`src/rtl/axi_rd_master_pkg.sv`:
```
// Shared AXI3 constants and FSM encoding for the PL-side read master.
package axi_rd_master_pkg;

   localparam logic [1:0] BURST_FIXED = 2'b00;
   localparam logic [1:0] BURST_INCR  = 2'b01;

   localparam logic [1:0] RESP_OKAY   = 2'b00;
   localparam logic [1:0] RESP_EXOKAY = 2'b01;
   localparam logic [1:0] RESP_SLVERR = 2'b10;
   localparam logic [1:0] RESP_DECERR = 2'b11;

   localparam logic [3:0] ARCACHE_DEF = 4'b0011;
   localparam logic [2:0] ARSIZE_8B   = 3'b011;

   localparam int unsigned PAGE_BYTES = 4096;

   typedef enum logic [2:0] {
      ST_IDLE,
      ST_ADDR,
      ST_DATA,
      ST_DRAIN,
      ST_DONE
   } state_e;

   // True when an INCR burst of 8-byte beats runs past the 4KB page end.
   function automatic logic crosses_page(
      input logic [11:0] off,
      input logic [4:0]  beats
   );
      logic [13:0] end_b;
      end_b = {2'b00, off} + {6'b0, beats, 3'b000};
      return end_b > 14'(PAGE_BYTES);
   endfunction

endpackage

```
`src/rtl/axi_rd_master_if.sv`:
```
// AXI3 read address and read data channels seen from the master side.
interface axi_rd_master_if #(
   parameter int AW = 32,
   parameter int IW = 6,
   parameter int DW = 64
);

   logic [IW-1:0] arid_o;
   logic [AW-1:0] araddr_o;
   logic [3:0]    arlen_o;
   logic [2:0]    arsize_o;
   logic [1:0]    arburst_o;
   logic [1:0]    arlock_o;
   logic [3:0]    arcache_o;
   logic [2:0]    arprot_o;
   logic [3:0]    arqos_o;
   logic          arvalid_o;
   logic          arready_i;

   logic [IW-1:0] rid_i;
   logic [DW-1:0] rdata_i;
   logic [1:0]    rresp_i;
   logic          rlast_i;
   logic          rvalid_i;
   logic          rready_o;

   modport master (
      output arid_o, araddr_o, arlen_o, arsize_o, arburst_o,
      output arlock_o, arcache_o, arprot_o, arqos_o, arvalid_o,
      input  arready_i,
      input  rid_i, rdata_i, rresp_i, rlast_i, rvalid_i,
      output rready_o
   );

   modport slave (
      input  arid_o, araddr_o, arlen_o, arsize_o, arburst_o,
      input  arlock_o, arcache_o, arprot_o, arqos_o, arvalid_o,
      output arready_i,
      output rid_i, rdata_i, rresp_i, rlast_i, rvalid_i,
      input  rready_o
   );

endinterface

```
`src/rtl/axi_rd_master.sv`:
```
// Single-outstanding AXI3 read master: one request in, one burst out,
// beats returned with 1-cycle latency and an error summary on the last.
module axi_rd_master
   import axi_rd_master_pkg::*;
#(
   parameter int AXI_DW = 64,
   parameter int AXI_AW = 32,
   parameter int AXI_IW = 6,
   parameter int AXI_ID = 0,
   parameter int LEN_W  = 4
) (
   input  logic              axi_clk_i,
   input  logic              axi_rstn_i,
   input  logic [AXI_AW-1:0] rd_addr_i,
   input  logic [LEN_W-1:0]  rd_len_i,
   input  logic              rd_fixed_i,
   input  logic              rd_req_i,
   output logic              rd_busy_o,
   output logic [AXI_DW-1:0] rd_data_o,
   output logic              rd_dvalid_o,
   output logic              rd_last_o,
   output logic              rd_err_o,
   axi_rd_master_if.master   axi
);

   localparam logic [LEN_W:0] CNT_ONE = (LEN_W+1)'(1);

   state_e              state_q, state_d;
   logic [AXI_AW-1:0]   addr_q, addr_d;
   logic [LEN_W-1:0]    len_q, len_d;
   logic [1:0]          burst_q, burst_d;
   logic                cross_q, cross_d;
   logic                err_q, err_d;
   logic [LEN_W:0]      cnt_q, cnt_d;
   logic [AXI_DW-1:0]   data_q, data_d;
   logic                dvalid_q, dvalid_d;
   logic                last_q, last_d;
   logic                rerr_q, rerr_d;

   logic [LEN_W:0]      beats;
   logic [LEN_W:0]      cnt_nx;
   logic [LEN_W:0]      req_beats;
   logic                resp_bad;
   logic                id_bad;
   logic                err_nx;

   always_ff @(posedge axi_clk_i) begin
      if (!axi_rstn_i) begin
         state_q  <= ST_IDLE;
         addr_q   <= '0;
         len_q    <= '0;
         burst_q  <= '0;
         cross_q  <= 1'b0;
         err_q    <= 1'b0;
         cnt_q    <= '0;
         data_q   <= '0;
         dvalid_q <= 1'b0;
         last_q   <= 1'b0;
         rerr_q   <= 1'b0;
      end else begin
         state_q  <= state_d;
         addr_q   <= addr_d;
         len_q    <= len_d;
         burst_q  <= burst_d;
         cross_q  <= cross_d;
         err_q    <= err_d;
         cnt_q    <= cnt_d;
         data_q   <= data_d;
         dvalid_q <= dvalid_d;
         last_q   <= last_d;
         rerr_q   <= rerr_d;
      end
   end

   always_comb begin
      resp_bad = 1'b0;
      unique case (axi.rresp_i)
         RESP_OKAY,
         RESP_EXOKAY: resp_bad = 1'b0;
         RESP_SLVERR,
         RESP_DECERR: resp_bad = 1'b1;
         default:     resp_bad = 1'b1;
      endcase
   end

   assign id_bad    = axi.rid_i != AXI_IW'(AXI_ID);
   assign beats     = {1'b0, len_q} + CNT_ONE;
   assign req_beats = {1'b0, rd_len_i} + CNT_ONE;
   assign cnt_nx    = cnt_q + CNT_ONE;
   assign err_nx    = err_q | resp_bad | id_bad;

   always_comb begin
      state_d  = state_q;
      addr_d   = addr_q;
      len_d    = len_q;
      burst_d  = burst_q;
      cross_d  = cross_q;
      err_d    = err_q;
      cnt_d    = cnt_q;
      data_d   = data_q;
      dvalid_d = 1'b0;
      last_d   = 1'b0;
      rerr_d   = 1'b0;

      unique case (state_q)
         ST_IDLE: begin
            if (rd_req_i) begin
               addr_d  = {rd_addr_i[AXI_AW-1:3], 3'b000};
               len_d   = rd_len_i;
               burst_d = rd_fixed_i ? BURST_FIXED : BURST_INCR;
               cross_d = !rd_fixed_i &&
                         crosses_page(rd_addr_i[11:0], 5'(req_beats));
               err_d   = |rd_addr_i[2:0];
               cnt_d   = '0;
               state_d = ST_ADDR;
            end
         end
         // A page-crossing burst spends its ADDR cycle silent, then reports.
         ST_ADDR: begin
            if (cross_q) begin
               last_d  = 1'b1;
               rerr_d  = 1'b1;
               state_d = ST_DONE;
            end else if (axi.arready_i) begin
               state_d = ST_DATA;
            end
         end
         ST_DATA: begin
            if (axi.rvalid_i) begin
               data_d   = axi.rdata_i;
               dvalid_d = 1'b1;
               cnt_d    = cnt_nx;
               err_d    = err_nx;
               if (axi.rlast_i) begin
                  last_d  = 1'b1;
                  rerr_d  = err_nx | (cnt_nx != beats);
                  state_d = ST_DONE;
               end else if (cnt_nx == beats) begin
                  state_d = ST_DRAIN;
               end
            end
         end
         // Surplus beats are swallowed; the overrun is reported at RLAST.
         ST_DRAIN: begin
            if (axi.rvalid_i && axi.rlast_i) begin
               last_d  = 1'b1;
               rerr_d  = 1'b1;
               state_d = ST_DONE;
            end
         end
         ST_DONE: begin
            state_d = ST_IDLE;
         end
         default: begin
            state_d = ST_IDLE;
         end
      endcase
   end

   assign rd_busy_o   = state_q != ST_IDLE;
   assign rd_data_o   = data_q;
   assign rd_dvalid_o = dvalid_q;
   assign rd_last_o   = last_q;
   assign rd_err_o    = rerr_q;

   assign axi.arid_o    = AXI_IW'(AXI_ID);
   assign axi.araddr_o  = addr_q;
   assign axi.arlen_o   = 4'(len_q);
   assign axi.arsize_o  = ARSIZE_8B;
   assign axi.arburst_o = burst_q;
   assign axi.arlock_o  = 2'b00;
   assign axi.arcache_o = ARCACHE_DEF;
   assign axi.arprot_o  = 3'b000;
   assign axi.arqos_o   = 4'b0000;
   assign axi.arvalid_o = (state_q == ST_ADDR) && !cross_q;
   assign axi.rready_o  = (state_q == ST_DATA) || (state_q == ST_DRAIN);

endmodule

```
`src/flat_wrapper.sv`:
```
// flat-port wrapper written by rule: the top's interface ports become plain ports
module axi_rd_master_flat import axi_rd_master_pkg::*;
#(
   parameter int AXI_DW = 64,
   parameter int AXI_AW = 32,
   parameter int AXI_IW = 6,
   parameter int AXI_ID = 0,
   parameter int LEN_W  = 4
)
  (axi_clk_i, axi_rstn_i, rd_addr_i, rd_len_i, rd_fixed_i, rd_req_i, rd_busy_o, rd_data_o, rd_dvalid_o, rd_last_o, rd_err_o, axi_arid_o, axi_araddr_o, axi_arlen_o, axi_arsize_o, axi_arburst_o, axi_arlock_o, axi_arcache_o, axi_arprot_o, axi_arqos_o, axi_arvalid_o, axi_arready_i, axi_rid_i, axi_rdata_i, axi_rresp_i, axi_rlast_i, axi_rvalid_i, axi_rready_o);
  axi_rd_master_if #(.AW(32), .IW(6), .DW(64)) axi_i ();
  input  logic axi_clk_i;
  input  logic axi_rstn_i;
  input  logic [AXI_AW-1:0] rd_addr_i;
  input  logic [LEN_W-1:0] rd_len_i;
  input  logic rd_fixed_i;
  input  logic rd_req_i;
  output logic rd_busy_o;
  output logic [AXI_DW-1:0] rd_data_o;
  output logic rd_dvalid_o;
  output logic rd_last_o;
  output logic rd_err_o;
  output wire logic [$bits(axi_i.arid_o)-1:0] axi_arid_o;
  output wire logic [$bits(axi_i.araddr_o)-1:0] axi_araddr_o;
  output wire logic [$bits(axi_i.arlen_o)-1:0] axi_arlen_o;
  output wire logic [$bits(axi_i.arsize_o)-1:0] axi_arsize_o;
  output wire logic [$bits(axi_i.arburst_o)-1:0] axi_arburst_o;
  output wire logic [$bits(axi_i.arlock_o)-1:0] axi_arlock_o;
  output wire logic [$bits(axi_i.arcache_o)-1:0] axi_arcache_o;
  output wire logic [$bits(axi_i.arprot_o)-1:0] axi_arprot_o;
  output wire logic [$bits(axi_i.arqos_o)-1:0] axi_arqos_o;
  output wire logic [$bits(axi_i.arvalid_o)-1:0] axi_arvalid_o;
  input wire logic [$bits(axi_i.arready_i)-1:0] axi_arready_i;
  input wire logic [$bits(axi_i.rid_i)-1:0] axi_rid_i;
  input wire logic [$bits(axi_i.rdata_i)-1:0] axi_rdata_i;
  input wire logic [$bits(axi_i.rresp_i)-1:0] axi_rresp_i;
  input wire logic [$bits(axi_i.rlast_i)-1:0] axi_rlast_i;
  input wire logic [$bits(axi_i.rvalid_i)-1:0] axi_rvalid_i;
  output wire logic [$bits(axi_i.rready_o)-1:0] axi_rready_o;
  assign axi_arid_o = axi_i.arid_o;
  assign axi_araddr_o = axi_i.araddr_o;
  assign axi_arlen_o = axi_i.arlen_o;
  assign axi_arsize_o = axi_i.arsize_o;
  assign axi_arburst_o = axi_i.arburst_o;
  assign axi_arlock_o = axi_i.arlock_o;
  assign axi_arcache_o = axi_i.arcache_o;
  assign axi_arprot_o = axi_i.arprot_o;
  assign axi_arqos_o = axi_i.arqos_o;
  assign axi_arvalid_o = axi_i.arvalid_o;
  assign axi_i.arready_i = axi_arready_i;
  assign axi_i.rid_i = axi_rid_i;
  assign axi_i.rdata_i = axi_rdata_i;
  assign axi_i.rresp_i = axi_rresp_i;
  assign axi_i.rlast_i = axi_rlast_i;
  assign axi_i.rvalid_i = axi_rvalid_i;
  assign axi_rready_o = axi_i.rready_o;
  axi_rd_master #(.AXI_DW(AXI_DW), .AXI_AW(AXI_AW), .AXI_IW(AXI_IW), .AXI_ID(AXI_ID), .LEN_W(LEN_W)) u_core (.axi_clk_i(axi_clk_i), .axi_rstn_i(axi_rstn_i), .rd_addr_i(rd_addr_i), .rd_len_i(rd_len_i), .rd_fixed_i(rd_fixed_i), .rd_req_i(rd_req_i), .rd_busy_o(rd_busy_o), .rd_data_o(rd_data_o), .rd_dvalid_o(rd_dvalid_o), .rd_last_o(rd_last_o), .rd_err_o(rd_err_o), .axi(axi_i));
endmodule
```
`config.mk`:
```
export PLATFORM = sky130hd
export DESIGN_NAME = axi_rd_master_flat
export DESIGN_NICKNAME = d
export VERILOG_FILES = /design/src/rtl/axi_rd_master_pkg.sv /design/src/rtl/axi_rd_master_if.sv /design/src/rtl/axi_rd_master.sv /design/src/flat_wrapper.sv
export SDC_FILE = /design/constraint.sdc
export NUM_CORES = 1
export LEC_CHECK = 0
export ABC_AREA = 1
export CORE_ASPECT_RATIO = 1.4
export CORE_MARGIN = 4
export CORE_UTILIZATION = 43
export DETAILED_ROUTE_END_ITERATION = 12
export PLACE_DENSITY_LB_ADDON = 0.12
export SYNTH_ARGS = -nofsm -noshare
export SYNTH_HDL_FRONTEND = slang
export SYNTH_SLANG_ARGS = --single-unit
```
`constraint.sdc`:
```
create_clock -name axi_clk_i -period 4.7 [get_ports axi_clk_i]
set_input_delay 0.47 -clock axi_clk_i [delete_from_list [all_inputs] [get_ports axi_clk_i]]
set_output_delay 0.47 -clock axi_clk_i [all_outputs]
set_load 0.1 [all_outputs]
```
==> flow_summary_export.csv, run 1 <==
group,metric,value,unit
status,status,"complete, no violations",
clock_network,cts.clk_slew.worst_paths,70,ps
sta,rsz0062_at_grt,"false",
route,dr.pass1.iters,4,
synth,avgSynthCellArea,7.49,sq um
synth,yosysSeqAreaShare,47.3,%
sta,setup_viol,0,
route,ant_nets,0,
layout,area_growth,50.6,%
route,drt_iter0_drc,211,
route,topRoutingLayerUsed,"met4",
floorplan,die_h,132,um
route,wirelength,13.8,mm
clock_network,cts_resized,0,
synth,ys_seq_elements,111,
layout,fillCellCount,895,
global_routing,grt_pass1_vias,4612,
worst_setup_path,reg2reg_depth,9,
floorplan,core_area,10500,sq um
layout,drive_gt1_share,3.86,%
sta,relSlewSlack,29.2,%
power,max-vdd-ir-drop,0.000431,V
clock_network,post-cts-setup-buffers,0,
worst_setup_path,endpoint_kind,"output port",
global_routing,grt.total_usage,21.8,%
clock_network,cts_root_buf,"clkbuf_16",
place,hpwl,9.98,mm
place,dp_cells,952,
place,portBuffers,217,
sta,period_needed,2720,ps
layout,diodes,0,
layout,finalNonFillerCells,968,
clock_network,htree_levels,3,
worst_setup_path,cp-start-kind,"flop",
sta,finClkSkew,7.69,ps
route,dr_wl_met3,1.42,mm
power,cellLeakagePower,3.04,nW
worst_setup_path,cp.required,4230,ps
sta,final-hold-violation-count,0,
clock_network,clock_sinks,111,
worst_setup_path,r2r-start,"u_core.state_q[0]",
global_routing,grt_overflow,0,
route,wl_met1,5.15,mm
clock_network,cts.path.max_buffers,2,
synth,synth_cell_type_count,35,
floorplan,start_util,44.7,%
sta,max_freq,368,MHz
sta,tightest_slew,1060,ps
synth,yosysTopAreaCell,"dfxtp_1",
global_routing,grt_max_degree,103,
worst_setup_path,reg2reg_to,"u_core.cnt_q[2]",
synth,syn_inst,627,
synth,synthDominantCellAreaShare,47.3,%
min_path,hp-class,"reg2reg",
power,pwr_density_cell,646,nW/um^2
sta,slew_viol_final,0,
route,via_count,4665,
route,drc,0,
min_path,min_to,"u_core.axi.araddr_o[8]",
clock_network,clk_latency,340,ps
clock_network,cts-hold-fix-buffers,0,
route,avgViaCountPerCell,4.82,
synth,netlist_area,4700,sq um
min_path,min_from,"u_core.axi.araddr_o[8]",
global_routing,grt_pass1_wl,22.0,mm
clock_network,cts_tree,"yes",
global_routing,antenna_found_initial,0,
floorplan,dieArea,12700,sq um
min_path,hold_path_depth,2,
floorplan,fp-row-count,44,
clock_network,cts_inserted_buffers,9,
worst_setup_path,rrSetupSlack,2210,ps
worst_setup_path,arrival,2250,ps
worst_setup_path,crit_path_max_fanout,3,
synth,yosysWarningCount,0,
sta,period_share,57.9,%
floorplan,ioPinCount,245,
flow_run,max-cap-violations,0,
route,wl_met2,7.01,mm
layout,fin_nets,950,
route,wl_per_cell,14.3,um
synth,synthTopCellsByArea,"dfxtp_1, nor2_1, o21ai_0",
floorplan,chipWidth,96.3,um
place,globalplace.congestion,0.830,
worst_setup_path,crit_type,"reg2out",
sta,final.setup.tns,0,ps
registers in the layout, indices dropped and copies added (netlist names):
register and count:
u_core.axi.araddr_o 29, u_core.axi.arburst_o 1, u_core.axi.arlen_o 4, u_core.cnt_q 5, u_core.cross_q 1, u_core.err_q 1
u_core.rd_data_o 64, u_core.rd_dvalid_o 1, u_core.rd_err_o 1, u_core.rd_last_o 1, u_core.state_q 3
kinds of logic (layout without fill, tap and decap cells):
kind of cell    count (synthesis)  in the layout  synth area share [%]
xor+xnor                        4              4                 0.746
other cells                     2             26                 0.160
fa+ha+maj                      10             10                  2.82
flops                         111            111                  47.3
simple gates                  290            290                  25.0
buf+inv                        89            268                  10.8
compound gates                121            121                  13.1
worst max-delay path by stage:
stage	slack, ps	from	end
after floorplan	2250	u_core.state_q[1]	u_core.state_q[0]
after global placement	1940	rd_req_i	u_core.cnt_q[2]
after detailed placement	1860	rd_req_i	u_core.cnt_q[4]
after CTS	1970	u_core.state_q[1]	axi_arvalid_o
after global routing	1860	u_core.state_q[0]	u_core.cnt_q[4]
final	1980	u_core.state_q[1]	axi_arvalid_o
metrics by stage:
stage               hold slack [ps]  total power, W  setup WS [ps]  area, sq um  utilization, %
global route                    500         0.00476           1860         7070            67.2
floorplan                       452         0.00323           2250         4790               -
global placement                450         0.00378           1940         6770            64.4
finish                          469         0.00457           1980         7070            67.2
detailed placement              463         0.00381           1860         6770            64.4
CTS                             474         0.00460           1970         7070            67.2
critical path, stage by stage (launching register included):
cell and delay (ps):
dfxtp_1 320, nor2_1 210, nand2_1 100, nor2_1 130, clkdlybuf4s50_1 1150
layer usage:
layer | GRT usage, % | vias to the layer above
met3 | 8.58 | 14
met1 | 23.5 | 2141
met2 | 37.9 | 172
met4 | 7.18 | 0
li1 | - | 2338
met5 | 0 | -
cell usage in the layout, fill, tap and decap left out, types with 2 or more instances in the layout:
cell | synthesis | final
nand2_1 | 53 | 53
a21oi_1 | 18 | 18
buf_4 | 27 | 4
o21ai_1 | 8 | 8
ha_1 | 9 | 9
nor2_2 | 1 | 2
inv_2 | 3 | 3
nand3_1 | 15 | 15
nor2_1 | 207 | 206
inv_6 | 0 | 3
nor4_1 | 2 | 2
nand4_1 | 3 | 3
dfxtp_1 | 111 | 111
conb_1 | 2 | 26
clkbuf_16 | 0 | 9
clkinv_4 | 0 | 2
o21ai_0 | 91 | 91
xor2_1 | 3 | 3
inv_1 | 27 | 27
clkdlybuf4s50_1 | 0 | 216
synth_stat cells, drive strengths merged:
master / number
nor4: 3
xor2: 3
nand4: 3
o21ai: 99
o22ai: 1
nor3b: 1
fa: 1
dfxtp: 111
inv: 30
o211a: 1
or2: 2
nand2: 54
o211ai: 1
nand3: 15
ha: 9
and2: 1
buf: 40
a21oi: 18
o31ai: 1
clkbuf: 18
clkinv: 1
conb: 2
xnor2: 1
or3: 1
nor2: 210
report_power, final:
part	internal (W)	total [W]	leakage (nW)	switching [W]
logic	0.000551	0.00253	1.99	0.00198
registers	0.00114	0.00125	0.908	0.000112
clock network	0.000421	0.000782	0.151	0.000361
area by class of cell:
class	instances	area [sq um]	share of cell area [%]
sequential	111	2220	31.4
clock inverter	7	78.8	1.11
multi-input combinational	451	2060	29.1
inverter	31	116	1.65
timing repair buffer	221	2200	31.1
clock buffer	9	225	3.19
tap	138	173	2.44
No activity file was read; power rests on OpenSTA's default activity.
==> run 2, diff against run 1 <==
- CORE_UTILIZATION: 43 -> 36
- clock period: 4.7 -> 2.5 ns (I/O delays scaled with it)
==> flow_summary_export.csv, run 2 (synthesis results as in run 1) <==
group,metric,value,unit
floorplan,ioPinCount,245,
sta,rsz0062_at_grt,"false",
power,power,0.00844,W
place,hpwl,10.0,mm
floorplan,chipWidth,105,um
global_routing,grt.total_usage,18.1,%
worst_setup_path,cp.required,2720,ps
sta,tightest_slew,887,ps
clock_network,post-cts-setup-buffers,0,
worst_setup_path,cp-start-kind,"input port",
route,dr.pass1.iters,5,
clock_network,clock_sinks,111,
route,drc,0,
min_path,hp-class,"in2reg",
power,max-vdd-ir-drop,0.000685,V
route,via_count,4629,
clock_network,cts_resized,0,
layout,layout_commonest_cell,"nor2_1",
layout,final_cell_mix,"nor2_1, clkdlybuf4s50_1, dfxtp_1",
sta,fin_ws,410,ps
sta,final.setup.tns,0,ps
global_routing,grt_pass1_vias,4522,
route,ant_nets,0,
floorplan,dieArea,15000,sq um
sta,finClkSkew,6.90,ps
global_routing,grt_pass1_wl,22.2,mm
floorplan,die_h,143,um
clock_network,cts_inserted_buffers,9,
clock_network,cts_root_buf,"clkbuf_16",
place,pre_cts_slack,124,ps
power,pwr_density_cell,1240,nW/um^2
layout,largest_register_ffs,64,
global_routing,antenna_found_initial,0,
worst_setup_path,crit_path_max_fanout,3,
sta,period_needed,2090,ps
global_routing,grt_max_degree,103,
clock_network,cts-hold-fix-buffers,0,
worst_setup_path,arrival,2310,ps
clock_network,htree_levels,3,
sta,relSlewSlack,40.9,%
layout,drive_gt1_share,16.2,%
power,cellLeakagePower,3.23,nW
place,portBuffers,217,
sta,holdWs,310,ps
floorplan,core_area,12800,sq um
worst_setup_path,endpoint_kind,"flop",
sta,period_share,83.6,%
layout,area_growth,45.5,%
route,drt_iter0_drc,156,
status,status,"complete, no violations",
clock_network,cts.clk_slew.worst_paths,70,ps
sta,max_freq,479,MHz
layout,diodes,0,
clock_network,clk_latency,340,ps
clock_network,cts_tree,"yes",
sta,final-hold-violation-count,0,
floorplan,start_util,36.6,%
clock_network,cts.path.max_buffers,2,
route,wirelength,13.8,mm
worst_setup_path,crit_type,"in2reg",
layout,fin_nets,951,
place,globalplace.congestion,0.842,
route,avgViaCountPerCell,4.70,
flow_run,max-cap-violations,0,
route,wl_per_cell,14.1,um
sta,slew_viol_final,0,
worst_setup_path,rrSetupSlack,590,ps
sta,setup_viol,0,
global_routing,grt_overflow,0,
floorplan,fp-row-count,49,
## run 2: area by class of cell
type | count | area (sq um)
well taps | 153 | 191
multi-input cells | 451 | 2060
fillers | 1215 | 5980
flip-flops and latches | 111 | 2220
inverters | 31 | 116
clock inverters | 4 | 53.8
clock buffers | 12 | 246
repair buffers | 222 | 1940
## run 2: power by group
part | internal (W) | switching [W]
Sequential | 0.00215 | 0.000217
Clock | 0.000810 | 0.000640
Combinational | 0.000912 | 0.00372
## run 2: per-stage QoR
step / utilization (%) / std cells / area, sq um
floorplan: - / 651 / 4790
global placement: 51.0 / 968 / 6530
detailed placement: 51.0 / 968 / 6530
CTS: 53.3 / 984 / 6830
global route: 53.3 / 984 / 6830
finish: 53.3 / 984 / 6830
## run 2: path summary, 6_finish.rpt
kind / from / end / cells after the start
max reg2reg: u_core.state_q[1] / u_core.rd_data_o[27] / 8
max: rd_len_i[0] / u_core.cross_q / 10
min reg2reg: u_core.axi.araddr_o[8] / u_core.axi.araddr_o[8] / 2
min: axi_rstn_i / u_core.cross_q / 3
## run 2: per-layer routing
| metal | global-route usage, % | up-vias | share of wire (%) |
|---|---|---|---|
| met5 | 0 | - | 0 |
| met4 | 5.95 | 0 | 1.7 |
| met3 | 6.38 | 17 | 9.3 |
| met2 | 32.2 | 181 | 51 |
| met1 | 20.2 | 2095 | 38 |
| li1 | - | 2336 | - |
## run 2: worst max-delay path, cell delays in order
cell             delay, ps
clkdlybuf4s50_1        520
ha_1                   200
xor2_1                 220
ha_1                   300
a21oi_1                210
nand2_1                120
xnor2_1                200
nand3_1                 90
o211ai_1               120
a21oi_1                 80
==> run 3, diff against run 2 <==
- clock period: 2.5 -> 1.9 ns (I/O delays scaled with it)
==> flow_summary_export.csv, run 3 (synthesis results as in run 1) <==
group,metric,value,unit
status,status,"complete, no violations",
floorplan,core_area,12800,sq um
layout,fillCellCount,1217,
worst_setup_path,cp-start-kind,"input port",
clock_network,htree_levels,3,
place,portBuffers,217,
sta,period_share,89.8,%
place,hpwl,10.4,mm
place,placed_area,6690,sq um
sta,max_freq,586,MHz
worst_setup_path,cp.required,2110,ps
global_routing,grt.total_usage,18.1,%
worst_setup_path,crit_path_max_fanout,2,
route,avgViaCountPerCell,4.73,
clock_network,clock_sinks,111,
layout,largest_register_ffs,64,
route,ant_nets,0,
clock_network,cts_tree,"yes",
sta,slew_viol_final,0,
clock_network,clk_latency,340,ps
floorplan,ioPinCount,245,
worst_setup_path,reg2reg_to,"u_core.axi.araddr_o[8]",
power,pwr_density_cell,1620,nW/um^2
clock_network,cts_root_buf,"clkbuf_16",
worst_setup_path,r2r-start,"u_core.state_q[0]",
sta,fin_ws,193,ps
floorplan,chipWidth,105,um
power,max-vdd-ir-drop,0.000851,V
sta,holdWs,288,ps
global_routing,antenna_found_initial,0,
flow_run,max-cap-violations,0,
global_routing,grt_max_degree,103,
layout,final_cell_mix,"nor2_1, buf_4, clkdlybuf4s50_1",
floorplan,start_util,36.6,%
layout,area_growth,50.3,%
global_routing,grt_overflow,0,
min_path,hp-class,"in2reg",
global_routing,grt_pass1_vias,4492,
sta,setup_viol,0,
sta,period_needed,1710,ps
route,drc,0,
place,globalplace.congestion,0.904,
worst_setup_path,crit_start,"rd_addr_i[3]",
clock_network,cts_inserted_buffers,9,
global_routing,grt_pass1_wl,22.2,mm
route,wirelength,14.1,mm
worst_setup_path,endpoint,"u_core.cross_q",
power,cellLeakagePower,3.35,nW
layout,drive_gt1_share,18.5,%
worst_setup_path,arrival,1920,ps
floorplan,die_h,143,um
floorplan,dieArea,15000,sq um
worst_setup_path,endpoint_kind,"flop",
layout,layout_commonest_cell,"nor2_1",
clock_network,cts.clk_slew.worst_paths,70,ps
sta,final-hold-violation-count,0,
floorplan,fp-row-count,49,
worst_setup_path,reg2reg_depth,7,
worst_setup_path,crit_type,"in2reg",
route,wl_per_cell,14.2,um
route,dr.pass1.iters,6,
sta,rsz0062_at_grt,"false",
power,power,0.0115,W
layout,register_area,2230,sq um
sta,finClkSkew,9.23,ps
clock_network,cts.path.max_buffers,2,
worst_setup_path,rrSetupSlack,260,ps
layout,diodes,0,
route,drt_iter0_drc,175,
layout,fin_area,7060,sq um
route,via_count,4701,
layout,multi_input_area,2090,sq um
clock_network,cts-hold-fix-buffers,0,
layout,fin_util,55.1,%
place,pre_cts_slack,-360,ps
layout,fin_nets,961,
[run 3: cell type report]
class                           count  area share [%]
Inverter                           31            1.65
Sequential cell                   111            31.6
Clock inverter                      5            1.22
Timing Repair Buffer              232            29.8
Clock buffer                       11            3.44
Tap cell                          153            2.71
Multi-Input combinational cell    451            29.6
[run 3: worst min-delay path by stage]
stage / start / to / slack (ps) / cells after the start
6_report: axi_rstn_i / u_core.state_q[2] / 290 / 3
5_1_grt: axi_rstn_i / u_core.cnt_q[3] / 290 / 3
4_1_cts: axi_rstn_i / u_core.cnt_q[3] / 280 / 3
3_5_place_dp: u_core.cnt_q[4] / u_core.cnt_q[4] / 480 / 2
3_3_place_gp: u_core.cnt_q[4] / u_core.cnt_q[4] / 460 / 2
2_1_floorplan: rd_len_i[1] / u_core.axi.arlen_o[1] / 320 / 2
[run 3: power by group]
group          switching (W)  total (W)  internal [W]
combinational        0.00493    0.00625       0.00132
clock               0.000870    0.00208       0.00121
sequential          0.000296    0.00312       0.00283
total                0.00609     0.0115       0.00536
[run 3: layer usage]
metal | global-route usage, % | wire length [um] | up-vias
li1 | - | - | 2361
met1 | 20.4 | 5470 | 2147
met2 | 32.6 | 7210 | 174
met3 | 5.83 | 1170 | 19
met4 | 5.60 | 248 | 0
met5 | 0 | 0 | -
[run 3: through the flow]
step	TNS (ps)	std cells
after floorplan	0	651
after global placement	-250	977
after detailed placement	-360	977
after CTS	0	994
after global routing	0	994
final	0	994
[run 3: worst max-delay path, cell delays in order]
cell             delay [ps]
clkdlybuf4s50_1         440
ha_1                    240
fa_1                    430
nor2_1                  130
nand3_1                  90
nor2_1                  120
nand3_1                  90
o211ai_1                100
a21oi_1                  80
[run 3: timing repair]
| item | in CTS | in global routing |
|---|---|---|
| setup endpoints to repair | 1 | 3 |
| setup buffers | 1 | 0 |
| gates resized for setup | 2 | 7 |
| hold endpoints to repair | 0 | 0 |
| pin swaps | 1 | 2 |
